--- src/rtl/uart_pkg.sv ---
// Shared definitions for the memory-mapped UART controller: register offsets,
// STATUS field positions and a helper that assembles the STATUS word.
// Pure declarations, no logic, no latency, no backpressure.
package uart_pkg;

    // Byte offsets inside the 32-byte register window.
    localparam logic [4:0] UART_TX_CTRL = 5'h00;
    localparam logic [4:0] UART_RX_CTRL = 5'h04;
    localparam logic [4:0] UART_TX_DATA = 5'h08;
    localparam logic [4:0] UART_RX_DATA = 5'h0C;
    localparam logic [4:0] UART_STATUS  = 5'h10;

    // STATUS register bit layout.
    localparam int ST_TX_OVF     = 0;
    localparam int ST_RX_UNF     = 1;
    localparam int ST_TX_CNT_LSB = 2;
    localparam int ST_TX_CNT_W   = 6;
    localparam int ST_RX_CNT_LSB = 8;
    localparam int ST_RX_CNT_W   = 8;

    function automatic logic [31:0] pack_status(
        input logic [ST_RX_CNT_W-1:0] rx_cnt,
        input logic [ST_TX_CNT_W-1:0] tx_cnt,
        input logic                   rx_unf,
        input logic                   tx_ovf
    );
        logic [31:0] s;
        s = '0;
        s[ST_RX_CNT_LSB +: ST_RX_CNT_W] = rx_cnt;
        s[ST_TX_CNT_LSB +: ST_TX_CNT_W] = tx_cnt;
        s[ST_RX_UNF]                    = rx_unf;
        s[ST_TX_OVF]                    = tx_ovf;
        return s;
    endfunction

endpackage

--- src/rtl/uart_mmio_fifo_if.sv ---
// Bundles the CPU memory-stage bus and the UART TX/RX byte handshakes.
// Wires only, no latency; valid/ready on both byte streams.
// master = CPU + UART side, slave = the controller.
interface uart_mmio_fifo_if #(
    parameter int DATA_W = 8
);
    // CPU memory stage
    logic [31:0]       Addr;
    logic              MemRead;
    logic              MemWrite;
    logic [31:0]       WriteData;
    logic [31:0]       ReadData;
    logic              Hit;
    // Towards the UART transmitter
    logic [DATA_W-1:0] DataIn;
    logic              DataInValid;
    logic              DataInReady;
    // From the UART receiver
    logic [DATA_W-1:0] DataOut;
    logic              DataOutValid;
    logic              DataOutReady;

    modport master (
        output Addr, MemRead, MemWrite, WriteData, DataInReady, DataOut, DataOutValid,
        input  ReadData, Hit, DataIn, DataInValid, DataOutReady
    );

    modport slave (
        input  Addr, MemRead, MemWrite, WriteData, DataInReady, DataOut, DataOutValid,
        output ReadData, Hit, DataIn, DataInValid, DataOutReady
    );
endinterface

--- src/rtl/sync_fifo.sv ---
// Single-clock FIFO with occupancy count; head visible combinationally on dout.
// Latency: a push at edge N is visible on dout/empty after edge N.
// Backpressure: push ignored when full, pop ignored when empty (pre-edge state).
// Ports: push/din write side, pop/dout read side, full/empty/count status.
module sync_fifo #(
    parameter int WIDTH = 8,
    parameter int DEPTH = 8,
    parameter int CW    = $clog2(DEPTH + 1)
) (
    input  logic             clk,
    input  logic             rst,     // async, active low
    input  logic             push,
    input  logic             pop,
    input  logic [WIDTH-1:0] din,
    output logic [WIDTH-1:0] dout,
    output logic             full,
    output logic             empty,
    output logic [CW-1:0]    count
);

    localparam int AW = $clog2(DEPTH);

    // Storage is deliberately not reset; pointers and count define validity.
    logic [WIDTH-1:0] mem_q [DEPTH];

    logic [AW-1:0] wr_ptr_q, wr_ptr_d;
    logic [AW-1:0] rd_ptr_q, rd_ptr_d;
    logic [CW-1:0] count_q, count_d;
    logic          do_push, do_pop;

    assign full    = (count_q == CW'(DEPTH));
    assign empty   = (count_q == '0);
    assign do_push = push & ~full;
    assign do_pop  = pop & ~empty;
    assign dout    = mem_q[rd_ptr_q];
    assign count   = count_q;

    always_comb begin
        wr_ptr_d = wr_ptr_q;
        rd_ptr_d = rd_ptr_q;
        count_d  = count_q;
        // DEPTH is a power of two, so pointers wrap naturally.
        if (do_push) wr_ptr_d = wr_ptr_q + AW'(1);
        if (do_pop)  rd_ptr_d = rd_ptr_q + AW'(1);
        case ({do_push, do_pop})
            2'b10:   count_d = count_q + CW'(1);
            2'b01:   count_d = count_q - CW'(1);
            default: count_d = count_q;
        endcase
    end

    always_ff @(posedge clk or negedge rst) begin
        if (!rst) begin
            wr_ptr_q <= '0;
            rd_ptr_q <= '0;
            count_q  <= '0;
        end else begin
            wr_ptr_q <= wr_ptr_d;
            rd_ptr_q <= rd_ptr_d;
            count_q  <= count_d;
        end
    end

    always_ff @(posedge clk) begin
        if (do_push) mem_q[wr_ptr_q] <= din;
    end

endmodule

--- src/rtl/uart_mmio_fifo.sv ---
// Memory-mapped UART controller: TX/RX FIFOs, 32-byte register window, sticky errors.
// Latency: ReadData/Hit combinational; push/pop/flag updates commit at next edge.
// Backpressure: TX push when full is dropped (tx_ovf); RX ready low when full.
// Ports: clk, rst (async active low), bus = uart_mmio_fifo_if.slave.
module uart_mmio_fifo
    import uart_pkg::*;
#(
    parameter logic [31:0] BASE_ADDR = 32'h8000_0000,
    parameter int          TX_DEPTH  = 8,
    parameter int          RX_DEPTH  = 8,
    parameter int          DATA_W    = 8
) (
    input  logic                  clk,
    input  logic                  rst,
    uart_mmio_fifo_if.slave       bus
);

    localparam int TX_CW = $clog2(TX_DEPTH + 1);
    localparam int RX_CW = $clog2(RX_DEPTH + 1);

    logic [4:0]        offset;
    logic              in_window;
    logic              is_store;
    logic              is_load;

    logic              tx_push_req;
    logic              tx_full, tx_empty;
    logic [DATA_W-1:0] tx_dout;
    logic [TX_CW-1:0]  tx_count;

    logic              rx_push;
    logic              rx_pop_req;
    logic              rx_full, rx_empty;
    logic [DATA_W-1:0] rx_dout;
    logic [RX_CW-1:0]  rx_count;

    logic              tx_ovf_q, tx_ovf_d;
    logic              rx_unf_q, rx_unf_d;
    logic [31:0]       read_dat;

    // Upper store-data bits beyond the character width have no destination.
    logic              unused_wdat;
    assign unused_wdat = ^bus.WriteData[31:DATA_W];

    // ---------------------------------------------------------------- decode
    assign offset    = bus.Addr[4:0];
    assign in_window = (bus.Addr[31:5] == BASE_ADDR[31:5]);
    // A cycle with both strobes is a store, never a load.
    assign is_store  = in_window & bus.MemWrite;
    assign is_load   = in_window & bus.MemRead & ~bus.MemWrite;
    assign bus.Hit   = in_window & (bus.MemRead | bus.MemWrite);

    assign tx_push_req = is_store & (offset == UART_TX_DATA);
    assign rx_pop_req  = is_load  & (offset == UART_RX_DATA);
    assign rx_push     = bus.DataOutValid & ~rx_full;

    // ---------------------------------------------------------------- FIFOs
    // Full/empty gating (dropped TX push, no pop on empty) lives in sync_fifo.
    sync_fifo #(.WIDTH(DATA_W), .DEPTH(TX_DEPTH), .CW(TX_CW)) u_tx_fifo (
        .clk   (clk),
        .rst   (rst),
        .push  (tx_push_req),
        .pop   (bus.DataInReady),
        .din   (bus.WriteData[DATA_W-1:0]),
        .dout  (tx_dout),
        .full  (tx_full),
        .empty (tx_empty),
        .count (tx_count)
    );

    sync_fifo #(.WIDTH(DATA_W), .DEPTH(RX_DEPTH), .CW(RX_CW)) u_rx_fifo (
        .clk   (clk),
        .rst   (rst),
        .push  (rx_push),
        .pop   (rx_pop_req),
        .din   (bus.DataOut),
        .dout  (rx_dout),
        .full  (rx_full),
        .empty (rx_empty),
        .count (rx_count)
    );

    // Storage is unreset, so mask the head while empty to keep DataIn at zero.
    assign bus.DataIn       = tx_empty ? '0 : tx_dout;
    assign bus.DataInValid  = ~tx_empty;
    assign bus.DataOutReady = ~rx_full;

    // ---------------------------------------------------------------- sticky flags
    always_comb begin
        tx_ovf_d = tx_ovf_q;
        rx_unf_d = rx_unf_q;
        if (is_store && offset == UART_STATUS) begin
            if (bus.WriteData[ST_TX_OVF]) tx_ovf_d = 1'b0;
            if (bus.WriteData[ST_RX_UNF]) rx_unf_d = 1'b0;
        end
        // Setting after clearing makes a same-cycle set win.
        if (tx_push_req && tx_full) tx_ovf_d = 1'b1;
        if (rx_pop_req && rx_empty) rx_unf_d = 1'b1;
    end

    always_ff @(posedge clk or negedge rst) begin
        if (!rst) begin
            tx_ovf_q <= 1'b0;
            rx_unf_q <= 1'b0;
        end else begin
            tx_ovf_q <= tx_ovf_d;
            rx_unf_q <= rx_unf_d;
        end
    end

    // ---------------------------------------------------------------- read mux
    always_comb begin
        read_dat = '0;
        if (is_load) begin
            case (offset)
                UART_TX_CTRL: read_dat = {31'b0, ~tx_full};
                UART_RX_CTRL: read_dat = {31'b0, ~rx_empty};
                UART_RX_DATA: read_dat = rx_empty ? 32'b0 : 32'(rx_dout);
                UART_STATUS:  read_dat = pack_status(ST_RX_CNT_W'(rx_count),
                                                     ST_TX_CNT_W'(tx_count),
                                                     rx_unf_q, tx_ovf_q);
                default:      read_dat = '0;
            endcase
        end
    end

    assign bus.ReadData = read_dat;

endmodule

--- src/flat_wrapper.sv ---
// flat-port wrapper written by rule: the top's interface ports become plain ports
module uart_mmio_fifo_flat import uart_pkg::*;
#(
    parameter logic [31:0] BASE_ADDR = 32'h8000_0000,
    parameter int          TX_DEPTH  = 8,
    parameter int          RX_DEPTH  = 8,
    parameter int          DATA_W    = 8
)
  (clk, rst, bus_Addr, bus_MemRead, bus_MemWrite, bus_WriteData, bus_DataInReady, bus_DataOut, bus_DataOutValid, bus_ReadData, bus_Hit, bus_DataIn, bus_DataInValid, bus_DataOutReady);
  uart_mmio_fifo_if #(.DATA_W(DATA_W)) bus_i ();
  input  logic clk;
  input  logic rst;
  input wire logic [$bits(bus_i.Addr)-1:0] bus_Addr;
  input wire logic [$bits(bus_i.MemRead)-1:0] bus_MemRead;
  input wire logic [$bits(bus_i.MemWrite)-1:0] bus_MemWrite;
  input wire logic [$bits(bus_i.WriteData)-1:0] bus_WriteData;
  input wire logic [$bits(bus_i.DataInReady)-1:0] bus_DataInReady;
  input wire logic [$bits(bus_i.DataOut)-1:0] bus_DataOut;
  input wire logic [$bits(bus_i.DataOutValid)-1:0] bus_DataOutValid;
  output wire logic [$bits(bus_i.ReadData)-1:0] bus_ReadData;
  output wire logic [$bits(bus_i.Hit)-1:0] bus_Hit;
  output wire logic [$bits(bus_i.DataIn)-1:0] bus_DataIn;
  output wire logic [$bits(bus_i.DataInValid)-1:0] bus_DataInValid;
  output wire logic [$bits(bus_i.DataOutReady)-1:0] bus_DataOutReady;
  assign bus_i.Addr = bus_Addr;
  assign bus_i.MemRead = bus_MemRead;
  assign bus_i.MemWrite = bus_MemWrite;
  assign bus_i.WriteData = bus_WriteData;
  assign bus_i.DataInReady = bus_DataInReady;
  assign bus_i.DataOut = bus_DataOut;
  assign bus_i.DataOutValid = bus_DataOutValid;
  assign bus_ReadData = bus_i.ReadData;
  assign bus_Hit = bus_i.Hit;
  assign bus_DataIn = bus_i.DataIn;
  assign bus_DataInValid = bus_i.DataInValid;
  assign bus_DataOutReady = bus_i.DataOutReady;
  uart_mmio_fifo #(.BASE_ADDR(BASE_ADDR), .TX_DEPTH(TX_DEPTH), .RX_DEPTH(RX_DEPTH), .DATA_W(DATA_W)) u_core (.clk(clk), .rst(rst), .bus(bus_i));
endmodule
--- config.mk ---
export PLATFORM = sky130hd
export DESIGN_NAME = uart_mmio_fifo_flat
export DESIGN_NICKNAME = d
export VERILOG_FILES = /design/src/rtl/uart_pkg.sv /design/src/rtl/uart_mmio_fifo_if.sv /design/src/rtl/sync_fifo.sv /design/src/rtl/uart_mmio_fifo.sv /design/src/flat_wrapper.sv
export SDC_FILE = /design/constraint.sdc
export NUM_CORES = 1
export LEC_CHECK = 0
export CAP_MARGIN = 20
export CORE_MARGIN = 8
export CORE_UTILIZATION = 35
export CTS_CLUSTER_DIAMETER = 60
export DETAILED_ROUTE_END_ITERATION = 7
export PLACE_DENSITY = 0.54
export SLEW_MARGIN = 20
export SYNTH_ARGS = -nofsm -noshare
export SYNTH_HDL_FRONTEND = slang
export SYNTH_HIERARCHICAL = 1
export SYNTH_SLANG_ARGS = --single-unit
--- constraint.sdc ---
create_clock -name clk -period 3.05 [get_ports clk]
set_clock_uncertainty 0.05 [all_clocks]
set_input_delay 0.4575 -clock clk [delete_from_list [all_inputs] [get_ports clk]]
set_output_delay 0.4575 -clock clk [all_outputs]
set_load 0.02 [all_outputs]
; ---- Yosys cells after proc, flatten, opt, wreduce, memory -nomap -nowiden
; Memories as Yosys holds them, arrays and structs flattened.
; Index checks and enable logic that the tools add are counted.
[word_totals]
register_bits = 22
latch_bits = 0
ram_bits = 128
romBits = 0
input_bits = 78
out_inout_bits = 43
word_cells = 76
mem_count = 2
[mem_list]
columns = memory, words, word_bits, read_ports, rd_ports_with_merged_regs, wr, line
row1 = u_core.u_rx_fifo.mem_q, 8, 8, 1, 0, 1, sync_fifo.sv:24  ; logic [WIDTH-1:0] mem_q [DEPTH];
row2 = u_core.u_tx_fifo.mem_q, 8, 8, 1, 0, 1, sync_fifo.sv:24
[classes]
addsub = 8
mul = 0
div_mod_pow = 0
n_lt_le_gt_ge = 0
n_eq_ne = 11
shift = 0
n_mux = 16
n_bitwise = 17
n_reduce_logical = 14
[ops]
columns = op, count
row1 = case mux 32 bit (4 select lines), 1
row2 = 2-to-1 mux 32 bit, 1
row3 = "== test 27 bit, second input constant", 1
row4 = 2-to-1 mux 8 bit, 2
row5 = case mux 4 bit (2 select lines), 2
row6 = "adder 3 x 1 -> 3 bit, second input constant", 4
row7 = nonzero test 2 bit, 6
row8 = AND 1 bit, 11
row9 = "== test 5 x 4 -> 1 bit, second input constant", 2
row10 = 2-to-1 mux 1 bit, 10
row11 = "adder 4 x 1 -> 4 bit, second input constant", 2
row12 = "== test 4 bit, second input constant", 2
row13 = logical NOT 4 bit, 2
row14 = "subtractor 4 x 1 -> 4 bit, second input constant", 2
row15 = "== test 5 x 3 -> 1 bit, second input constant", 1
row16 = "== test 5 bit, second input constant", 1
row17 = logical NOT 5 bit, 1
row18 = NOT 1 bit, 5
row19 = "== test 2 x 1 -> 1 bit, second input constant", 2
row20 = "== test 2 bit, second input constant", 2
row21 = AND reduction 2 bit, 2
row22 = logical AND 1 bit, 3
row23 = OR 1 bit, 1

; ---- Logic depth before layout (Yosys ltp)
[logic_depth]
ltp_word = 7
ltp_mapped = 10
depth_no_buf = 10

; ---- Cells and area by module
; The synthesis kept the hierarchy.
[by_module_without_submodules]
columns = module, instances, cells_each, area_per_inst_um2, seq_area_each_um2
row1 = sync_fifo, 2, 160, 3124.2, 2172.1
row2 = uart_mmio_fifo, 1, 91, 640.6, 50.0

; ---- Worst setup path before layout
; Ideal clock, no wire load.
[synth_path]
path_type = input to register
startpoint = in bus_Addr[17]
endpoint = reg u_core.u_tx_fifo.count_q[3] (netlist: u_core/u_tx_fifo/count[3])
setup_ns = 0.134
arrival_time_ns = 3.594
required_ns = 2.866
slack_ns = -0.728
stages = 10
n_path_buf = 0
path_cell_list = or4_4 -> or3_4 -> nor2_1 -> nor4bb_1 -> nand2_1 -> ha_1 -> ha_1 -> or4b_2 -> o311ai_0 -> o211ai_1
[synth_between]
elab_chain_cells = 6
elab_cells_between_ends = 8
classes_between = eq/ne (3) / mux (1) / bitwise (3) / reduce/logical (1)
[synth_lines]
columns = item, line
row1 = "start, declared", flat_wrapper.sv:13  ; input wire logic [$bits(bus_i.Addr)-1:0] bus_Addr;
row2 = == test 27 bit (*), uart_mmio_fifo.sv:47  ; assign in_window = (bus.Addr[31:5] == BASE_ADDR[31:5]);
row3 = AND 1 bit (*), uart_mmio_fifo.sv:49  ; assign is_store = in_window & bus.MemWrite;
row4 = AND 1 bit (*), uart_mmio_fifo.sv:53  ; assign tx_push_req = is_store & (offset == UART_TX_DATA);
row5 = via u_core.tx_push_req, uart_mmio_fifo.sv:26  ; logic tx_push_req;
row6 = AND 1 bit (*), sync_fifo.sv:33  ; assign do_push = push & ~full;
row7 = == test 2 x 1 -> 1 bit or == test 2 bit (tied branches), sync_fifo.sv:45  ; case ({do_push, do_pop})
row8 = case mux 4 bit (2 select lines) or nonzero test 2 bit (tied branches), -
row9 = "end signal, assigned", sync_fifo.sv:60  ; count_q <= count_d;
row10 = "end, declared", sync_fifo.sv:28  ; logic [CW-1:0] count_q, count_d;
; Mark *: on every way through the listed nets, which the timed path passes. The rest lies on a longest branch.
; A chain may end at the register's enable or synchronous reset.

; ---- Worst setup path after layout
[layout_path]
startpoint = in bus_Addr[25]
endpoint = reg u_core.u_tx_fifo.count_q[3] (netlist: u_core/u_tx_fifo/count[3])
; Same word-level chain as after synthesis.

==> out/results.tsv <==
stage	metric	value	unit
outcome	run status	finished clean	
synthesis	asr flop ratio synth	0.147	
final_layout	Final Non-Filler Cells	837	
timing	measured slew at the worst slew-check pin	0.581	ns
power_and_ir_drop	Leakage Power	0.00334	uW
worst_hold_path	Min-Delay Path Class	input pin to asynchronous set/reset pin	
clock_network	H-tree depth	4	
timing	Final Cycle Share	0.979	
worst_setup_path	R2R depth	7	
worst_setup_path	nature of the critical path endpoint	flop	
clock_network	CTS tree	yes	
synthesis	Ys Warns	6	
worst_setup_path	Crit Path Class	input pin to flop	
placement	Inst Count DP	798	
final_layout	proportion of layout cells with a drive suffix above 1	0.269	
final_layout	Final #Nets	649	
grt	first-pass GRT wire length	23.2	mm
worst_setup_path	worst r2r dst	u_core/u_tx_fifo/count[3]	
clock_network	clk buf depth	2	
worst_setup_path	reg-to-reg startpoint	u_core/u_tx_fifo/count[0]	
final_layout	area growth from synthesis to layout	31.2	%
worst_setup_path	critical path cell sequence	clkdlybuf4s50_1 > or3_4 > or3_4 > nor2_4 > nor4bb_4 > nand2_2 > ha_4 > ha_4 > or4b_4 > o311ai_2 > o211ai_1	
timing	crit path time final	2.98	ns
synthesis	Mapped Cells	411	
final_layout	Final Cell Area	0.00904	mm2
placement	RD Place Congestion	0.747	
drt	DRC Markers	0	
worst_setup_path	Largest delay share family, worst path	simple AND/OR/NAND/NOR gates	
grt	largest net degree at the start of global routing	23	
synthesis	number of enable flip-flop cells after synthesis	128	
timing	Max-slew headroom	0.609	
placement	DPL Wire Length	10.5	mm
floorplanning	row count	51	
final_layout	most common cell after layout, fill and taps aside	edfxtp_1	
worst_setup_path	R2R Setup Slk	0.27	ns
drt	via count	4041	
power_and_ir_drop	PwrDens	712	mW/mm2
worst_setup_path	Critical Path Source Type	input pin	
synthesis	synth unique cells	50	
power_and_ir_drop	peak supply drop	444	uV
drt	Detailed Route Iter0 Violations	216	
clock_network	Worst-path clk slew	0.06	ns
synthesis	post-synthesis sequential area ratio	0.638	
synthesis	post-synthesis average cell area	16.8	um2
grt	GRT Util Overall	0.126	
floorplanning	core area	0.0194	mm2
drt	DR pass1 iterations	4	
grt	GRT overflow	0	
worst_setup_path	Slowest-stage cell, CP	or4b_4	
synthesis	main flop type after synthesis	edfxtp_1	
drt	Via density	4.83	
clock_network	Worst-Skew Late Latency	0.42	ns
drt	post-DR wirelength/cell	18.1	um
floorplanning	Die X-Extent	156	um
timing	Fin Hold WS	0.348	ns
clock_network	Num Clock Sinks	150	
drt	Final ANT Viol Nets	0	
final_layout	most frequent cells in the layout	128 x edfxtp_1, 64 x buf_4, 47 x clkdlybuf4s50_1	
worst_setup_path	critical path depth	11	
floorplanning	die area	0.0244	mm2
clock_network	Hold-fix buffers, CTS	0	
floorplanning	Die H	156	um
placement	DP Area	0.00836	mm2
worst_setup_path	Worst Path Required	3.29	ns
timing	Max Freq	335	MHz
floorplanning	I/O Pins	121	
grt	number of global-route vias before repair	4225	
synthesis	FF+latch count, synth	150	
timing	final-report setup violation count	0	
placement	buffers added on ports	76	
final_layout	fillers	1752	
timing	Hold Vio Cnt, Final	0	
drt	final WL	15.1	mm
timing	Total Neg Setup Slack	0	ns
floorplanning	initial core utilization	0.355	
job	Max-Cap Viols	0	
worst_setup_path	critical path arrival	3.22	ns
timing	final max-slew violation count	0	
grt	antenna violations before repair	0	
timing	RSZ-0062 raised after global routing	true	
clock_network	Root Buffer	clkbuf_16	
worst_setup_path	CP bufs+invs	1	
final_layout	diode count	0	
worst_setup_path	crit-path max FO	3	
clock_network	CTS buffer count	17	
worst_setup_path	Critical Path Max Stage Delay	0.48	ns
synthesis	synthesized area	0.00689	mm2
==> report_power, final <==
group / internal [uW] / switching (uW) / total, uW / leakage [uW]
clock: 1140 / 861 / 2000 / 0.000270
sequential: 2460 / 189 / 2650 / 0.00143
combinational: 924 / 864 / 1790 / 0.00163
total: 4520 / 1910 / 6430 / 0.00334
==> registers in the layout, summed over array words and instances, names as in the netlist, 3 cells and up <==
name                       count
u_core/u_rx_fifo/mem_q        64
u_core/u_tx_fifo/mem_q        64
u_core/u_rx_fifo/count         4
u_core/u_tx_fifo/count         4
u_core/u_rx_fifo/rd_ptr_q      3
u_core/u_rx_fifo/wr_ptr_q      3
u_core/u_tx_fifo/rd_ptr_q      3
u_core/u_tx_fifo/wr_ptr_q      3
==> cell families (layout without fill, tap and decap cells) <==
group | count (synthesis) | count (layout) | share of synthesized area
DFF | 150 | 150 | 0.638
AOI/OAI and AO/OA | 27 | 27 | 0.0300
adders and majority gates | 12 | 12 | 0.0240
and+or+nand+nor | 108 | 108 | 0.0906
other | 1 | 20 | 0.000544
buffers and inverters | 47 | 189 | 0.0441
muxes | 54 | 54 | 0.158
xor gates and xnor gates | 12 | 12 | 0.0153
==> Yosys cell counts, types with 9 or more instances <==
cell,number,area [um2]
and3_1,9,56.3
dfrtp_1,22,551
xnor2_1,10,87.6
mux2_2,20,225
nor2b_1,11,68.8
ha_1,10,125
nand2_1,17,63.8
nor2_1,21,78.8
edfxtp_1,128,3840
mux4_1,32,841
buf_4,20,150
nand3_1,9,45.0
inv_1,14,52.6
==> how the worst max path moves through the flow <==
stage	from	endpoint	slack, ns
finish	bus_Addr[25]	u_core/u_tx_fifo/count[3]	0.07
global route	bus_Addr[25]	u_core/u_tx_fifo/count[3]	-0.01
CTS	bus_Addr[4]	bus_ReadData[4]	0.03
detailed placement	bus_Addr[17]	u_core/u_rx_fifo/count[3]	-0.64
global placement	bus_Addr[22]	u_core/u_tx_fifo/count[3]	-0.59
floorplan	bus_Addr[22]	u_core/u_tx_fifo/count[3]	-0.22
==> layout make-up <==
cell class / count / area, um2 / area share
Tap cell: 265 / 332 / 0.0367
Clock inverter: 15 / 145 / 0.0161
Sequential cell: 150 / 4390 / 0.486
Clock buffer: 17 / 425 / 0.0471
Multi-Input combinational cell: 233 / 2430 / 0.269
Inverter: 14 / 52.6 / 0.00581
Timing Repair Buffer: 143 / 1260 / 0.139
==> layer usage <==
layer  vias to the layer above  GRT usage  routed length [um]
met5                         -          0                   0
met4                         0     0.0444                 212
met3                        19     0.0298                 538
met2                        68      0.225                8090
met1                      2039      0.145                6280
li1                       1915          -                   -
==> per-stage QoR <==
stage	setup slack [ns]	util	total power (uW)
finish	0.0655	0.466	6430
global route	-0.0103	0.466	6760
CTS	0.0250	0.463	6450
detailed placement	-0.637	0.431	4440
global placement	-0.585	0.431	4380
floorplan	-0.221	-	3750
==> what timing repair did <==
| item | 4_1_cts | 5_1_grt |
|---|---|---|
| gates cloned | 0 | 0 |
| pin swaps | 12 | 10 |
| gates resized for setup | 54 | 16 |
| buffers inserted | 4 | 3 |
| setup endpoints to repair | 23 | 5 |
(Power assumes the default switching activity.)
